### config.mk
export PLATFORM = sky130hd
export DESIGN_NAME = dsk_track_nibblizer
export DESIGN_NICKNAME = d
export VERILOG_FILES = /design/src/rtl/dsk_nib_pkg.sv /design/src/rtl/nib62_encoder.sv /design/src/rtl/dsk_track_nibblizer.sv
export SDC_FILE = /design/constraint.sdc
export NUM_CORES = 1
export LEC_CHECK = 0
export CORE_UTILIZATION = 45
export DETAILED_ROUTE_END_ITERATION = 8
export PLACE_DENSITY = 0.64
export SLEW_MARGIN = 20
export SYNTH_ARGS = -nofsm -noshare
export SYNTH_HDL_FRONTEND = slang
export SYNTH_SLANG_ARGS = --single-unit
### constraint.sdc
create_clock -name clk_sys -period 2.7 [get_ports clk_sys]
set_input_delay 0.54 -clock clk_sys [delete_from_list [all_inputs] [get_ports clk_sys]]
set_output_delay 0.54 -clock clk_sys [all_outputs]
set_load 0.02 [all_outputs]
### src/rtl/dsk_nib_pkg.sv
// Shared constants for the sector-image to GCR nibble track converter:
// FSM state codes, track geometry, 6&2 translate table, sector interleaves, 4&4 helpers.
package dsk_nib_pkg;

  localparam int TRACK_LEN = 6656;
  localparam int GAP1_LEN  = 48;
  localparam int GAP2_LEN  = 6;
  localparam int GAP3_LEN  = 27;

  typedef logic [3:0] state_t;
  localparam state_t S_IDLE  = 4'd0;
  localparam state_t S_GAP1  = 4'd1;
  localparam state_t S_ADDR  = 4'd2;
  localparam state_t S_GAP2  = 4'd3;
  localparam state_t S_DPRO  = 4'd4;
  localparam state_t S_DAUX  = 4'd5;
  localparam state_t S_DPRIM = 4'd6;
  localparam state_t S_DCSUM = 4'd7;
  localparam state_t S_DEPI  = 4'd8;
  localparam state_t S_GAP3  = 4'd9;
  localparam state_t S_PAD   = 4'd10;
  localparam state_t S_DONE  = 4'd11;

  localparam logic [7:0] PRO_D5     = 8'hD5;
  localparam logic [7:0] MARK_AA    = 8'hAA;
  localparam logic [7:0] ADDR_PRO_3 = 8'h96;
  localparam logic [7:0] DATA_PRO_3 = 8'hAD;
  localparam logic [7:0] EPI_DE     = 8'hDE;
  localparam logic [7:0] EPI_EB     = 8'hEB;
  localparam logic [7:0] SYNC_FF    = 8'hFF;

  localparam logic [7:0] GCR62 [64] = '{
    8'h96, 8'h97, 8'h9A, 8'h9B, 8'h9D, 8'h9E, 8'h9F, 8'hA6,
    8'hA7, 8'hAB, 8'hAC, 8'hAD, 8'hAE, 8'hAF, 8'hB2, 8'hB3,
    8'hB4, 8'hB5, 8'hB6, 8'hB7, 8'hB9, 8'hBA, 8'hBB, 8'hBC,
    8'hBD, 8'hBE, 8'hBF, 8'hCB, 8'hCD, 8'hCE, 8'hCF, 8'hD3,
    8'hD6, 8'hD7, 8'hD9, 8'hDA, 8'hDB, 8'hDC, 8'hDD, 8'hDE,
    8'hDF, 8'hE5, 8'hE6, 8'hE7, 8'hE9, 8'hEA, 8'hEB, 8'hEC,
    8'hED, 8'hEE, 8'hEF, 8'hF2, 8'hF3, 8'hF4, 8'hF5, 8'hF6,
    8'hF7, 8'hF9, 8'hFA, 8'hFB, 8'hFC, 8'hFD, 8'hFE, 8'hFF
  };

  localparam logic [3:0] ILV_DOS [16] = '{
    4'd0, 4'd7, 4'd14, 4'd6, 4'd13, 4'd5, 4'd12, 4'd4,
    4'd11, 4'd3, 4'd10, 4'd2, 4'd9, 4'd1, 4'd8, 4'd15
  };

  localparam logic [3:0] ILV_PRODOS [16] = '{
    4'd0, 4'd8, 4'd1, 4'd9, 4'd2, 4'd10, 4'd3, 4'd11,
    4'd4, 4'd12, 4'd5, 4'd13, 4'd6, 4'd14, 4'd7, 4'd15
  };

  function automatic logic [7:0] enc44_odd(input logic [7:0] b);
    return (b >> 1) | 8'hAA;
  endfunction

  function automatic logic [7:0] enc44_even(input logic [7:0] b);
    return b | 8'hAA;
  endfunction

  function automatic logic [1:0] rev2(input logic [1:0] x);
    return {x[0], x[1]};
  endfunction

endpackage

### src/rtl/nib62_encoder.sv
// 6&2 data-field encoder: XOR-chains each 6-bit value against the previous one and translates to GCR.
// Combinational nibble out, chain register updates on val_vld; csum emits the chain tail.
module nib62_encoder (
  input  logic       clk_sys,
  input  logic       reset,
  input  logic       clr,
  input  logic [5:0] val,
  input  logic       val_vld,
  input  logic       csum,
  output logic [7:0] nib
);
  import dsk_nib_pkg::*;

  logic [5:0] prev;

  always_ff @(posedge clk_sys) begin
    if (reset || clr) prev <= 6'd0;
    else if (val_vld) prev <= val;
  end

  assign nib = csum ? GCR62[prev] : GCR62[val ^ prev];

endmodule

### src/rtl/dsk_track_nibblizer.sv
// Converts one 16-sector DSK/DO/PO track into a 6656-nibble NIB-format GCR track.
// About 10.8k cycles per track; no backpressure, the track RAM must take a write on any cycle.
module dsk_track_nibblizer (
  input  logic        clk_sys,
  input  logic        reset,
  input  logic        start,
  input  logic [7:0]  volume,
  input  logic [5:0]  track,
  input  logic        po_order,
  output logic        busy,
  output logic        done,
  output logic [11:0] src_addr,
  input  logic [7:0]  src_data,
  output logic [12:0] nib_addr,
  output logic [7:0]  nib_data,
  output logic        nib_we
);
  import dsk_nib_pkg::*;

  state_t      state, next_state;
  logic [8:0]  cnt;
  logic [3:0]  sect;
  logic [1:0]  phase;
  logic [12:0] wr_cnt;
  logic [7:0]  vol_q;
  logic [5:0]  trk_q;
  logic        po_q;
  logic [1:0]  a0, a1, hi;
  logic [3:0]  lsec;
  logic [7:0]  src_byte, addr_nib, wr_dat, csum44;
  logic [5:0]  enc_val;
  logic [7:0]  enc_nib;
  logic        wr_en, seg_done, adv;

  assign lsec   = po_q ? ILV_PRODOS[sect] : ILV_DOS[sect];
  assign csum44 = vol_q ^ {2'b00, trk_q} ^ {4'd0, sect};

  // Aux value i gathers b[i], b[i+86], b[i+172]; the last one lies past the sector for i >= 84.
  always_comb begin
    src_byte = cnt[7:0];
    if (state == S_DAUX) begin
      case (phase)
        2'd1:    src_byte = cnt[7:0] + 8'd86;
        2'd2:    src_byte = cnt[7:0] + 8'd172;
        default: src_byte = cnt[7:0];
      endcase
    end
  end

  assign src_addr = (state == S_DAUX || state == S_DPRIM) ? {lsec, src_byte} : 12'd0;
  assign hi       = (cnt >= 9'd84) ? 2'b00 : rev2(src_data[1:0]);
  assign enc_val  = (state == S_DAUX) ? {hi, a1, a0} : src_data[7:2];
  assign adv      = (state != S_DAUX) || (phase == 2'd3);

  nib62_encoder u_enc (
    .clk_sys (clk_sys),
    .reset   (reset),
    .clr     (state == S_DPRO),
    .val     (enc_val),
    .val_vld ((state == S_DAUX && phase == 2'd3) || (state == S_DPRIM && cnt != 9'd0)),
    .csum    (state == S_DCSUM),
    .nib     (enc_nib)
  );

  always_comb begin
    case (cnt[3:0])
      4'd0:    addr_nib = PRO_D5;
      4'd1:    addr_nib = MARK_AA;
      4'd2:    addr_nib = ADDR_PRO_3;
      4'd3:    addr_nib = enc44_odd(vol_q);
      4'd4:    addr_nib = enc44_even(vol_q);
      4'd5:    addr_nib = enc44_odd({2'b00, trk_q});
      4'd6:    addr_nib = enc44_even({2'b00, trk_q});
      4'd7:    addr_nib = enc44_odd({4'd0, sect});
      4'd8:    addr_nib = enc44_even({4'd0, sect});
      4'd9:    addr_nib = enc44_odd(csum44);
      4'd10:   addr_nib = enc44_even(csum44);
      4'd11:   addr_nib = EPI_DE;
      4'd12:   addr_nib = MARK_AA;
      default: addr_nib = EPI_EB;
    endcase
  end

  always_comb begin
    wr_en      = 1'b0;
    wr_dat     = SYNC_FF;
    seg_done   = 1'b0;
    next_state = state;
    case (state)
      S_GAP1:  begin wr_en = 1'b1; seg_done = (cnt == 9'(GAP1_LEN - 1)); next_state = S_ADDR; end
      S_ADDR:  begin wr_en = 1'b1; wr_dat = addr_nib; seg_done = (cnt == 9'd13); next_state = S_GAP2; end
      S_GAP2:  begin wr_en = 1'b1; seg_done = (cnt == 9'(GAP2_LEN - 1)); next_state = S_DPRO; end
      S_DPRO: begin
        wr_en      = 1'b1;
        wr_dat     = (cnt[1:0] == 2'd0) ? PRO_D5 : (cnt[1:0] == 2'd1) ? MARK_AA : DATA_PRO_3;
        seg_done   = (cnt == 9'd2);
        next_state = S_DAUX;
      end
      S_DAUX:  begin wr_en = (phase == 2'd3); wr_dat = enc_nib; seg_done = (cnt == 9'd85); next_state = S_DPRIM; end
      // One-cycle read latency: the write for byte j lands while byte j+1 is addressed.
      S_DPRIM: begin wr_en = (cnt != 9'd0); wr_dat = enc_nib; seg_done = (cnt == 9'd256); next_state = S_DCSUM; end
      S_DCSUM: begin wr_en = 1'b1; wr_dat = enc_nib; seg_done = 1'b1; next_state = S_DEPI; end
      S_DEPI: begin
        wr_en      = 1'b1;
        wr_dat     = (cnt[1:0] == 2'd0) ? EPI_DE : (cnt[1:0] == 2'd1) ? MARK_AA : EPI_EB;
        seg_done   = (cnt == 9'd2);
        next_state = S_GAP3;
      end
      S_GAP3: begin
        wr_en      = 1'b1;
        seg_done   = (cnt == 9'(GAP3_LEN - 1));
        next_state = (sect == 4'd15) ? S_PAD : S_ADDR;
      end
      S_PAD:   begin wr_en = 1'b1; seg_done = (wr_cnt == 13'(TRACK_LEN - 1)); next_state = S_DONE; end
      default: ;
    endcase
  end

  always_ff @(posedge clk_sys) begin
    if (reset) begin
      state    <= S_IDLE;
      cnt      <= 9'd0;
      sect     <= 4'd0;
      phase    <= 2'd0;
      wr_cnt   <= 13'd0;
      vol_q    <= 8'd0;
      trk_q    <= 6'd0;
      po_q     <= 1'b0;
      a0       <= 2'd0;
      a1       <= 2'd0;
      busy     <= 1'b0;
      done     <= 1'b0;
      nib_we   <= 1'b0;
      nib_addr <= 13'd0;
      nib_data <= 8'd0;
    end else begin
      nib_we <= 1'b0;
      done   <= 1'b0;
      if (wr_en) begin
        nib_we   <= 1'b1;
        nib_data <= wr_dat;
        nib_addr <= wr_cnt;
        wr_cnt   <= wr_cnt + 13'd1;
      end
      case (state)
        S_IDLE: begin
          if (start) begin
            vol_q  <= volume;
            trk_q  <= track;
            po_q   <= po_order;
            busy   <= 1'b1;
            cnt    <= 9'd0;
            sect   <= 4'd0;
            phase  <= 2'd0;
            wr_cnt <= 13'd0;
            state  <= S_GAP1;
          end
        end
        S_DONE: begin
          busy  <= 1'b0;
          done  <= 1'b1;
          state <= S_IDLE;
        end
        default: begin
          if (state == S_DAUX) begin
            phase <= phase + 2'd1;
            if (phase == 2'd1) a0 <= rev2(src_data[1:0]);
            if (phase == 2'd2) a1 <= rev2(src_data[1:0]);
          end
          if (adv) begin
            if (seg_done) begin
              cnt   <= 9'd0;
              state <= next_state;
              if (state == S_GAP3) sect <= sect + 4'd1;
            end else begin
              cnt <= cnt + 9'd1;
            end
          end
        end
      endcase
    end
  end

endmodule

* Yosys cells after proc, flatten, opt, wreduce, memory -nomap -nowiden
Memory sizes are Yosys's and may differ from the RTL's. Cells that the tools add are included.
Storage, ports and cells: register bits 81, ROM bits 1152, output and inout bits 36, logic and storage cells 155, memories 4
Memories:
- (name not given) | words 64, bits a word 8, read ports 1, clocked after Yosys merged registers in 0, wr ports 0, RTL line nib62_encoder.sv:21 | assign nib = csum ? GCR62[prev] : GCR62[val ^ prev];
- (name not given) | words 64, bits a word 8, read ports 1, clocked after Yosys merged registers in 0, wr ports 0, RTL line nib62_encoder.sv:21
- (name not given) | words 16, bits a word 4, read ports 1, clocked after Yosys merged registers in 0, wr ports 0, RTL line dsk_track_nibblizer.sv:35 | assign lsec = po_q ? ILV_PRODOS[sect] : ILV_DOS[sect];
- (name not given) | words 16, bits a word 4, read ports 1, clocked after Yosys merged registers in 0, wr ports 0, RTL line dsk_track_nibblizer.sv:35
Cells by class: add/subtract/negate cells 6, $lt $le $gt $ge 4, equal/unequal tests 38, multiplexer cells 48, bitwise gates (word level) 8, reductions and logical operators 31
Operator list (number):
- 7-bit one-hot mux with 12 select lines | 1
- 4-bit two-way mux | 13
- 8-bit two-way mux | 6
- 4-bit equality test (second input constant) | 10
- 4-bit one-hot mux with 10 select lines | 1
- 13-bit two-way mux | 3
- 4-bit by 3-bit equality test with 1-bit output (second input constant) | 8
- 8-bit one-hot mux with 4 select lines | 1
- 9-bit two-way mux | 3
- 7-bit two-way mux | 3
- 9-bit one-hot mux with 2 select lines | 1
- 4-bit by 2-bit equality test with 1-bit output (second input constant) | 4
- 4-bit one-hot mux with 2 select lines | 2
- 8-bit one-hot mux with 2 select lines | 1
- 7-bit greater-or-equal comparator (second input constant) | 2
- 6-bit inverter with 7-bit output | 2
- 13-bit by 1-bit adder with 13-bit output (second input constant) | 1
- 13-bit equality test (second input constant) | 1
- 12-bit two-way mux | 1
- 3-bit AND reduction | 4
- 12-bit nonzero test | 1
- 2-bit nonzero test | 5
- 9-bit by 1-bit adder with 9-bit output (second input constant) | 1
- 9-bit by 2-bit equality test with 1-bit output (second input constant) | 1
- 42 further kinds | 59

* Depth between registers and ports, before layout
Gate-level depths: netlist of the first run.
word-level depth 10, depth in mapped cells 12, depth with buffers taken out 10

* Cells and area by module
Synthesis of the first run repeated with hierarchy kept, for this count alone.
Second synthesis, totals: cells, all modules 891, area total of the unflattened synthesis 6434.9 um2
By module, submodules not included:
- dsk_track_nibblizer | instances 1, cells an instance 660, area an instance 4899.7 um2, sequential area each 1501.4 um2
- nib62_encoder | instances 1, cells an instance 231, area an instance 1535.2 um2, sequential area each 120.1 um2

* Worst setup path before layout of the first run
No wires, ideal clock.
kind register to output, start point reg cnt[2], end point out src_addr[6], arrival time 2.263 ns, setup slack -0.103 ns, cell stages (with the launch flop) 11, path buffers 1, path through dfxtp_1 -> inv_1 -> ha_1 -> clkbuf_1 -> a21o_1 -> or2_2 -> nor2_1 -> a31oi_1 -> o22ai_1 -> a21oi_1 -> o21ai_0
On the way: cells in the longest elaborated chain, start to end 4, elaborated cells on any way between the ends 5
RTL lines:
- from (decl) | RTL line dsk_track_nibblizer.sv:21 | logic [8:0] cnt;
- from (signal assigned) | RTL line dsk_track_nibblizer.sv:176 | cnt <= cnt + 9'd1;
- 8-bit adder / 8-bit by 7-bit adder with 8-bit output (equally long branches) | RTL line dsk_track_nibblizer.sv:44, dsk_track_nibblizer.sv:43
- 8-bit one-hot mux with 2 select lines * | RTL line dsk_track_nibblizer.sv:42 | case (phase)
- 8-bit two-way mux * | RTL line dsk_track_nibblizer.sv:41 | if (state == S_DAUX) begin
- 12-bit two-way mux * | RTL line dsk_track_nibblizer.sv:50 | assign src_addr = (state == S_DAUX || state == S_DPRIM) ? {lsec, src_byte} : 12'd0;
- to (decl) | RTL line dsk_track_nibblizer.sv:12 | output logic [11:0] src_addr,
Every way passes the cells marked *; elsewhere a longest branch is shown, timed or not.

* Worst setup path in the final report of the first run
start point reg cnt[2], end point reg wr_cnt[9]
On the way: cells in the longest elaborated chain, start to end 5
RTL lines:
- 9-bit nonzero test * | RTL line dsk_track_nibblizer.sv:101 | S_DPRIM: begin wr_en = (cnt != 9'd0); wr_dat = enc_nib; seg_done = (cnt == 9'd256); next_state = S_DCSUM; end
- 1-bit one-hot mux with 3 select lines * | RTL line dsk_track_nibblizer.sv:89 | case (state)
- 13-bit two-way mux * | RTL line dsk_track_nibblizer.sv:139 | if (wr_en) begin
- 13-bit two-way mux | RTL line dsk_track_nibblizer.sv:147 | if (start) begin
- 13-bit two-way mux * | RTL line dsk_track_nibblizer.sv:145 | case (state)
- to (signal assigned) | RTL line dsk_track_nibblizer.sv:143 | wr_cnt <= wr_cnt + 13'd1;
- to (decl) | RTL line dsk_track_nibblizer.sv:24 | logic [12:0] wr_cnt;
Marked as above. A chain may end at the register's enable or synchronous reset.

==> metrics.yaml, run 1 <==
status: "finished clean"
grt_setup_unrepaired: "true"
hold_violations: 0
ys_types: 81
cts-hold-fix-buffers: 0
drive_gt1_share_pct: 18.13
grt_max_degree: 34
grt_use_total_pct: 26.93
syn-instance-count: 861
synth-edff-count: 0
post-route-period-util_pct: 97.48
cp_data_required_time_ns: 2.92
dr_total_vias: 6621
netlist_area_um2: 6329
p_switching_w: 0.002103
async_reset_ff_share_pct: 0
hp-class: "reg2reg"
timing.final.ws_setup_ns: 0.06806
antenna_found_initial: 0
diodes: 0
cts_made_buffers: 9
fp.dieW_um: 120.6
power_density_nw_per_um2: 659.8
post-place-ws_ns: -0.1473
crit_path_max_fanout: 9
fmax_mhz: 379.9
grt_pass1_vias: 6299
start_util_pct: 47.04
fin_skew_ns: 0.004406
clk_path_buf_depth: 2
p_leak_nw: 3.019
root_buffer: "clkbuf_16"
cts_setup_buffers: 0
tns_ns: 0
syn_avg_cell_area_um2: 7.350
fin_nets: 1023
fin_crit_ns: 2.632
fp.dieH_um: 120.6
switching_share_pct: 39.46
clkSinkCount: 81
cp_slowest_stage_delay_ns: 0.43
critPathKind: "reg2reg"
gp_congestion: 0.9116
p_seq_share_pct: 27.6
hpwl_mm: 14.49
synth_nets: 924
synthToLayoutAreaGrowth_pct: 27.60
critPathSlowestCell: "nor4bb_2"
comb_power_share_pct: 46.8
worstMarginPinSlew_ns: 0.8302
mostFrequentLayoutCell: "nand2_1"
ios: 62
wl_per_cell_um: 16.79
drc_errors: 0
final_util_pct: 60.03
clockPowerShare_pct: 25.6
maxCapViolations: 0
p_int_w: 0.003226
max_slew_margin_pct: 44.58
ant_nets: 0
ys_seq_area_share_pct: 25.62
cts.clk_slew.worst_paths_ns: 0.06
cts_tree: "done"
crit_family: "simple AND/OR/NAND/NOR gates"
via_per_inst: 5.803
peakVddDrop_mv: 0.3691
overflow: 0
crit_buf_inv: 3
slew_viol_final: 0
setup_violations: 0
totalWireLength_mm: 19.15
first_iter_violations: 593
core-area_um2: 13450
cpMostUsedCell: "buf_4"
cp-end-kind: "flop"
core.rowCount: 42
postPlaceCellArea_um2: 7629
ys.warnings.count: 0
synth_flop_cell: "dfxtp_1"
h-tree-depth: 3
final_area_um2: 8075
cp_data_arrival_time_ns: 2.85
critPathLaunchType: "flop"
crit_chain: "inv_2, buf_4, ha_1, buf_4, nor4bb_2, a41oi_2, o221a_2, nand4_1, nor2_2, nand2_1, xor2_1, nor2_1"
firstDrtPassIters: 5
synth-seq-cells: 81
io_buffers: 61
clk_latency_ns: 0.35
grt_pass1_wl_mm: 31.15
die_area_um2: 14540
final_cell_mix: "nand2_1, nor2_1, buf_4"
## logic make-up (layout without fill, tap and decap cells)
logic type / after synthesis / count (layout) / synth area share, %
mux: 16 / 16 / 3.163
xor+xnor: 44 / 44 / 7.039
flops: 81 / 81 / 25.62
buf+inv: 95 / 199 / 6.485
simple gates: 336 / 336 / 23.90
fa+ha+maj: 37 / 37 / 7.315
compound gates: 252 / 252 / 26.47
## worst register-to-register path: stages, from the launching register on
cell,delay [ns]
dfxtp_2,0.33
inv_2,0.08
buf_4,0.11
ha_1,0.21
buf_4,0.21
nor4bb_2,0.43
a41oi_2,0.22
o221a_2,0.34
nand4_1,0.19
nor2_2,0.08
nand2_1,0.09
xor2_1,0.16
nor2_1,0.05
## stage by stage
stage                     hold WS, ns  cells  power (W)
after floorplan                0.4357    861   0.002997
after global placement         0.4427   1125   0.003865
after detailed placement       0.4476   1125   0.003904
after CTS                      0.4562   1141   0.005283
after global routing           0.4794   1141   0.005651
final                          0.4551   1141   0.005328
## power groups by stage
stage	clock, W	sequential [W]	combinational, W
after global placement	0	0.00149	0.00238
after floorplan	0	0.00155	0.00145
final	0.00136	0.00147	0.00249
after detailed placement	0	0.00149	0.00241
after global routing	0.00144	0.00149	0.00272
after CTS	0.00138	0.00147	0.00243
## path summary, 6_finish.rpt
| path | start | endpoint | slack (ns) | cells past startpoint |
|---|---|---|---|---|
| max | cnt[2] | wr_cnt[9] | 0.07 | 12 |
| min reg2reg | nib_addr[9] | nib_addr[9] | 0.46 | 2 |
| min | nib_addr[9] | nib_addr[9] | 0.46 | 2 |
| max reg2reg | cnt[2] | wr_cnt[9] | 0.07 | 12 |
## area by class of cell
cell class	count	area, µm²
Sequential cell	81	1629
Tap cell	176	220.2
Clock inverter	6	90.09
Timing Repair Buffer	153	1353
Fill cell	1244	5378
Multi-Input combinational cell	685	4432
Clock buffer	10	239.0
Inverter	30	112.6
## registers in the layout, indices dropped and copies added (netlist names), 4 cells and up
name        cells
cnt             9
nib_addr       13
nib_data        8
sect            4
state           4
trk_q           6
u_enc.prev      6
vol_q           8
wr_cnt         13
## synthesized netlist by cell type (all sizes together) (3+ instances only)
cell type / count / area [µm²]
o221ai: 5 / 43.79
o31ai: 6 / 50.05
and3: 3 / 18.77
dfxtp: 81 / 1622
a21o: 8 / 60.06
nand4: 4 / 25.02
nor2b: 16 / 100.1
xnor2: 27 / 270.3
nor4: 3 / 25.02
mux2i: 13 / 155.2
o22ai: 12 / 75.07
nor2: 100 / 375.4
nor3: 24 / 136.4
nand2: 129 / 484.2
ha: 37 / 462.9
clkbuf: 41 / 153.9
a22oi: 5 / 37.54
a31oi: 10 / 77.57
o311ai: 4 / 35.03
a211oi: 21 / 162.6
o21a: 5 / 37.54
o21bai: 3 / 26.27
a21oi: 79 / 395.4
o31a: 5 / 43.79
and2: 6 / 37.53
buf: 24 / 143.9
nand3b: 3 / 22.52
a221o: 3 / 30.03
o211ai: 5 / 37.54
nand3: 29 / 145.1
a32o: 3 / 32.53
a221oi: 4 / 35.03
a2111oi: 3 / 45.05
inv: 30 / 112.6
xor2: 17 / 175.2
o41ai: 3 / 26.28
o21ai: 48 / 240.2
nand2b: 10 / 62.56
## metal layers
metal	up-vias	wire length [µm]	track usage [%]	part of all wire (%)
li1	3238	-	-	-
met5	-	0	0	0
met2	223	9093	44.04	47
met3	31	1054	4.245	5.5
met4	0	363	8.719	1.9
met1	3129	8641	36.13	45
## repair_timing
item | CTS | global route
endpoints found under the setup margin | 13 | 34
gates resized for setup | 29 | 41
pin swaps | 0 | 14
Note: power is estimated with default switching activity, not from simulation.
==> run 2, diff against run 1 <==
Settings changed: CORE_MARGIN set to 10, GPL_ROUTABILITY_DRIVEN set to 0, PLACE_DENSITY 0.64 to unset, PLACE_DENSITY_LB_ADDON set to 0.2.
==> run 2 against run 1 <==
Against the previous run:
- utilization fell by 2.7 points
- non-clock buffer count unchanged
- first-iteration DRC count fell by 8.8%
- via count shrank 2.4%
- clock power is 4% lower
- die area increased by 32%
- register-to-register slack improved by 0.03 ns
==> metrics.yaml, run 2 (same netlist as run 1, synthesis figures left out) <==
cts_made_buffers: 9
overflow: 0
via_per_inst: 5.645
max_slew_margin_pct: 49.54
cts.clk_slew.worst_paths_ns: 0.07
timing.final.ws_setup_ns: 0.05558
grtUsageMet2_pct: 27.99
antenna_found_initial: 0
r2r_start: "cnt[3]"
holdWs_ns: 0.4536
fin_cells: 1145
diodes: 0
reg2reg_slack_ns: 0.10
clkSinkCount: 81
firstDrtPassIters: 5
drive_gt1_share_pct: 17.10
setup_violations: 0
first_iter_violations: 541
fin_skew_ns: 0.006282
p_leak_nw: 2.998
cp-end-kind: "output pin"
use_met1_pct: 25.15
grt_max_degree: 25
core.rowCount: 43
status: "finished clean"
fin_crit_ns: 2.644
cp_data_arrival_time_ns: 2.10
multi_input_area_um2: 4374
worstMarginPinSlew_ns: 0.7559
slew_viol_final: 0
hp-start: "nib_addr[6]"
hp-class: "reg2reg"
grt_busiest_layer: "met2"
crit_path_max_fanout: 9
h-tree-depth: 3
dp.cells: 1128
rr_worst_depth: 9
fin_nets: 1023
hold_depth: 2
hold_violations: 0
fp.dieH_um: 138.6
top_regs: "nib_addr: 13 flops, wr_cnt: 13 flops, cnt: 9 flops"
grtUsageMet3_pct: 3.596
rr_endpoint: "nib_data[2]"
ios: 62
grt_pass1_wl_mm: 29.97
fp.dieW_um: 138.6
clk_latency_ns: 0.36
dr_total_vias: 6464
wl_per_cell_um: 15.99
fill_cells: 1297
whs_endpoint: "nib_addr[6]"
maxCapViolations: 0
root_buffer: "clkbuf_16"
io_buffers: 61
hpwl_mm: 13.72
grt_use_total_pct: 18.08
drc_errors: 0
peakVddDrop_mv: 0.3944
final_cell_mix: "nand2_1, nor2_1, buf_4"
final_area_um2: 7928
core-area_um2: 13830
post-route-period-util_pct: 97.94
postPlaceCellArea_um2: 7551
mostFrequentLayoutCell: "nand2_1"
post-place-ws_ns: -0.05035
cp_data_required_time_ns: 2.16
area.sequential_um2: 1627
power_density_nw_per_um2: 646.9
clk_path_buf_depth: 2
start_util_pct: 45.77
synthToLayoutAreaGrowth_pct: 25.27
fmax_mhz: 378.2
critPathLaunchType: "flop"
die_area_um2: 19210
critPathKind: "reg2out"
cts_tree: "done"
ant_nets: 0
grt_pass1_vias: 5858
totalWireLength_mm: 18.31
run 2: metrics by stage:
stage | setup TNS [ns] | power (W) | utilization, %
2_1_floorplan | 0 | 0.002997 | -
3_3_place_gp | -0.04227 | 0.003786 | 54.61
3_5_place_dp | -0.1540 | 0.003799 | 54.61
4_1_cts | 0 | 0.005099 | 56.69
5_1_grt | -0.01134 | 0.005434 | 57.33
6_report | 0 | 0.005129 | 57.33
run 2: what timing repair did:
action                     CTS  global route
pin swaps                    0             4
buffers inserted             0             1
gates resized for setup     20            36
hold buffers                 0             0
setup endpoints to repair   10            29
run 2: worst max-delay path, cell delays in order, from the launching register on:
cell and delay, ns:
dfxtp_1 0.39, inv_1 0.08, ha_1 0.29, nor2_1 0.05, buf_4 0.16, nor2_1 0.22
a31oi_1 0.08, o22ai_1 0.13, dlygate4sd2_1 0.36
run 2: power breakdown:
group          switching (W)  total [W]  internal, W
clock network       0.000562    0.00130     0.000736
logic                0.00139    0.00236     0.000966
registers           0.000124    0.00147      0.00135
total                0.00208    0.00513      0.00305
run 2: routing by layer:
metal	up-vias	wire, µm
li1	3247	-
met3	23	1082
met5	-	0
met4	0	233
met1	2983	8771
met2	211	8220
run 2: worst max path at each step:
stage	slack, ns	start	depth (start not counted)	end
final	0.06	phase[0]	8	src_addr[5]
after CTS	0.007	state[1]	6	src_addr[10]
after global routing	-0.005	state[2]	10	cnt[1]
after floorplan	0.05	cnt[2]	10	src_addr[6]
after global placement	-0.04	cnt[2]	9	src_addr[7]
after detailed placement	-0.05	cnt[2]	9	src_addr[7]
run 2: layout make-up:
class | instances | area share, %
Tap cell | 180 | 2.841
Clock buffer | 9 | 2.841
Sequential cell | 81 | 20.52
Timing Repair Buffer | 153 | 16.13
Inverter | 30 | 1.420
Clock inverter | 7 | 1.073
Multi-Input combinational cell | 685 | 55.18
==> RTL change, RTL diff (flow settings as in run 1) <==
Make the reset (`reset`) asynchronous in one clocked block.
--- a/src/rtl/dsk_track_nibblizer.sv
+++ b/src/rtl/dsk_track_nibblizer.sv
@@ -116,7 +116,7 @@
     endcase
   end
 
-  always_ff @(posedge clk_sys) begin
+  always_ff @(posedge clk_sys or posedge reset) begin
     if (reset) begin
       state    <= S_IDLE;
       cnt      <= 9'd0;
Check against the original RTL: differs if reset is asserted again (counterexample within 4 cycles, from zero or initial values and one cycle with reset high); with reset held inactive, the same outputs for 10 cycles.
==> RTL change against run 1 <==
  * Global-route usage increased by 1.0 points
  * Synthesized area increased by 7.7%
  * Sequential cell count unchanged
  * Wire length increased by 13%
  * Setup slack got worse by 0.044 ns
  * Final area increased by 9.3%
  * First-iteration DRC count decreased by 3.9%
  * Critical endpoint is now nib_data[2]
  * Largest cell class unchanged
Power is not compared: it rests on default switching activity, and its combinational part moved more than twofold at a synthesized area within 25%.
==> RTL change: results (changes against run 1) <==
Worst setup path
  • Crit path max-delay family: simple AND/OR/NAND/NOR gates
  • Peak fanout along the critical path: 4 (-5)
  • Critical path arrival: 2.95 ns (+0.10 ns)
  • CP max-delay cell: or4b_1
  • Largest stage delay on the critical path: 0.53 ns (+0.10 ns)

CTS
  • CTS buffer count: 9 (unchanged)
  • Root Buffer Master: clkbuf_16
  • Clock Latency Late Sink: 0.35 ns (about the same)
  • # H-tree levels: 3 (unchanged)
  • Clock transition at the registers of the reported paths: ~0.070 ns
  • Clk buf depth: 2 (unchanged)

Timing
  • Slew @ Worst Pin: 0.662 ns (-0.168 ns)
  • Clock Skews: 0.0114 ns (+0.00701 ns)

Synthesis
  • Post-synth ARST share: 92.6% (+93 points)
  • Seq/Total Area, Yosys: 29.3% (+3.7 points)
  • Post-synthesis cell type count: 84 (+3.7%)
  • Number of synthesis warnings: 0 (unchanged)
  • Syn nets: 897 (-2.9%)
  • Mean Syn Cell Area: 8.18 um2 (+11%)
  • Synth area leaders: dfrtp_1, ha_1, nand2_1
  • Commonest cells post-synth: nand2_1, nor2_1, dfrtp_1
  • Dominant synthesized flop cell: dfrtp_1

Global routing
  • Met3 Usage GRT: 4.45% (+0.20 points)
  • Largest net degree at the start of global routing: 76 (+120%)
  • Vias in the first global route: 6731 (+6.9%)
  • Antenna violations before repair: 0 (unchanged)
  • Total track usage: 27.9% (+1.0 points)
  • Grt met2 use: 46.5% (+2.5 points)
  • Grt met1 use: 35.9% (-0.21 points)
  • Global-route wire length before repair: 34700 um (+11%)

Drt
  • WL per Instance: 18.7 um (+12%)
  • DR iter-0 viols: 570 (-3.9%)
  • Vias per cell: 5.96 (+2.6%)
  • DRT Pass-1 Iters: 6 (+1)

Worst hold path
  • Min-Delay Path Class: flip-flop to flip-flop

Placed design
  • DP Worst Slack: -0.226 ns (-0.0786 ns)
  • Inst Count DP: 1125 (unchanged)
  • Dpl hpwl: 16100 um (+11%)
  • Final GP Congestion: 0.905 (-0.76%)
  • Port Buf Inserts: 61 (unchanged)

Finish
  • Final net count: 1027 (+0.39%)
  • Layout cell share with drive strength beyond 1: 23.5% (+5.3 points)
  • Largest registers: nib_addr x13, wr_cnt x13, cnt x9
  • Post-route insts no fill: 1151 (+0.88%)
  • Filler cells: 1337 (+7.5%)

Pwr
  • Leak: about 3.7 nW
  • Worst vdd ir: about 640 uV

Run status
  • Status: finished, final reports clean
## RTL change: worst min-delay path: stages, from the launching register on
cell     delay [ns]
dfrtp_1        0.35
nand2_1        0.05
nand2_1        0.06
## RTL change: stage by stage
stage	TNS, ns	instance area, um2	utilization (%)
6_report	0	8820	60.3
4_1_cts	-0.0309	8620	58.9
5_1_grt	-0.189	8820	60.3
2_1_floorplan	-0.0290	6860	-
3_3_place_gp	-0.401	8250	56.3
3_5_place_dp	-0.630	8250	56.3
## RTL change: final cells by class
| class | count | share of cell area, % |
|---|---|---|
| clock buffer | 9 | 2.55 |
| clock inverter | 6 | 1.04 |
| inverter | 36 | 1.60 |
| multi-input combinational | 655 | 52.5 |
| sequential | 81 | 22.7 |
| tap | 184 | 2.61 |
| timing repair buffer | 180 | 17.0 |
## RTL change: routing by layer
layer	vias to the layer above	routed length [um]
met3	43	1150
met2	227	10400
met5	-	0
met4	0	696
li1	3284	-
met1	3302	9300
## RTL change: cells by family after synthesis
| group | Yosys count | share of synthesized area (%) |
|---|---|---|
| fa+ha+maj | 38 | 6.98 |
| simple gates | 301 | 20.7 |
| buf+inv | 97 | 6.19 |
| compound gates | 235 | 24.0 |
| flops | 81 | 29.3 |
| xor+xnor | 38 | 5.65 |
| mux | 43 | 7.16 |
## RTL change: final timing paths
kind	startpoint	endpoint	slack, ns	cells after the start
worst max-delay path	state[3]	nib_data[2]	0.02	11
worst min-delay path	vol_q[6]	vol_q[6]	0.49	2
worst max register to register	state[3]	nib_data[2]	0.02	11
worst min register to register	vol_q[6]	vol_q[6]	0.49	2
max in group asynchronous	reset	sect[1]	1.64	3
min in group asynchronous	reset	trk_q[5]	0.74	3
## RTL change: timing repair
action | in CTS | in global routing
buffers inserted | 1 | 10
pin swaps | 4 | 19
resized for setup | 44 | 60
endpoints found under the setup margin | 14 | 33
## RTL change: power by group
part,internal [mW],switching (mW),total (mW),leakage (nW)
Combinational,2.86,3.66,6.52,2.59
Sequential,1.62,0.382,2.00,0.984
Clock,0.810,0.531,1.34,0.156
Total,5.28,4.57,9.86,3.73
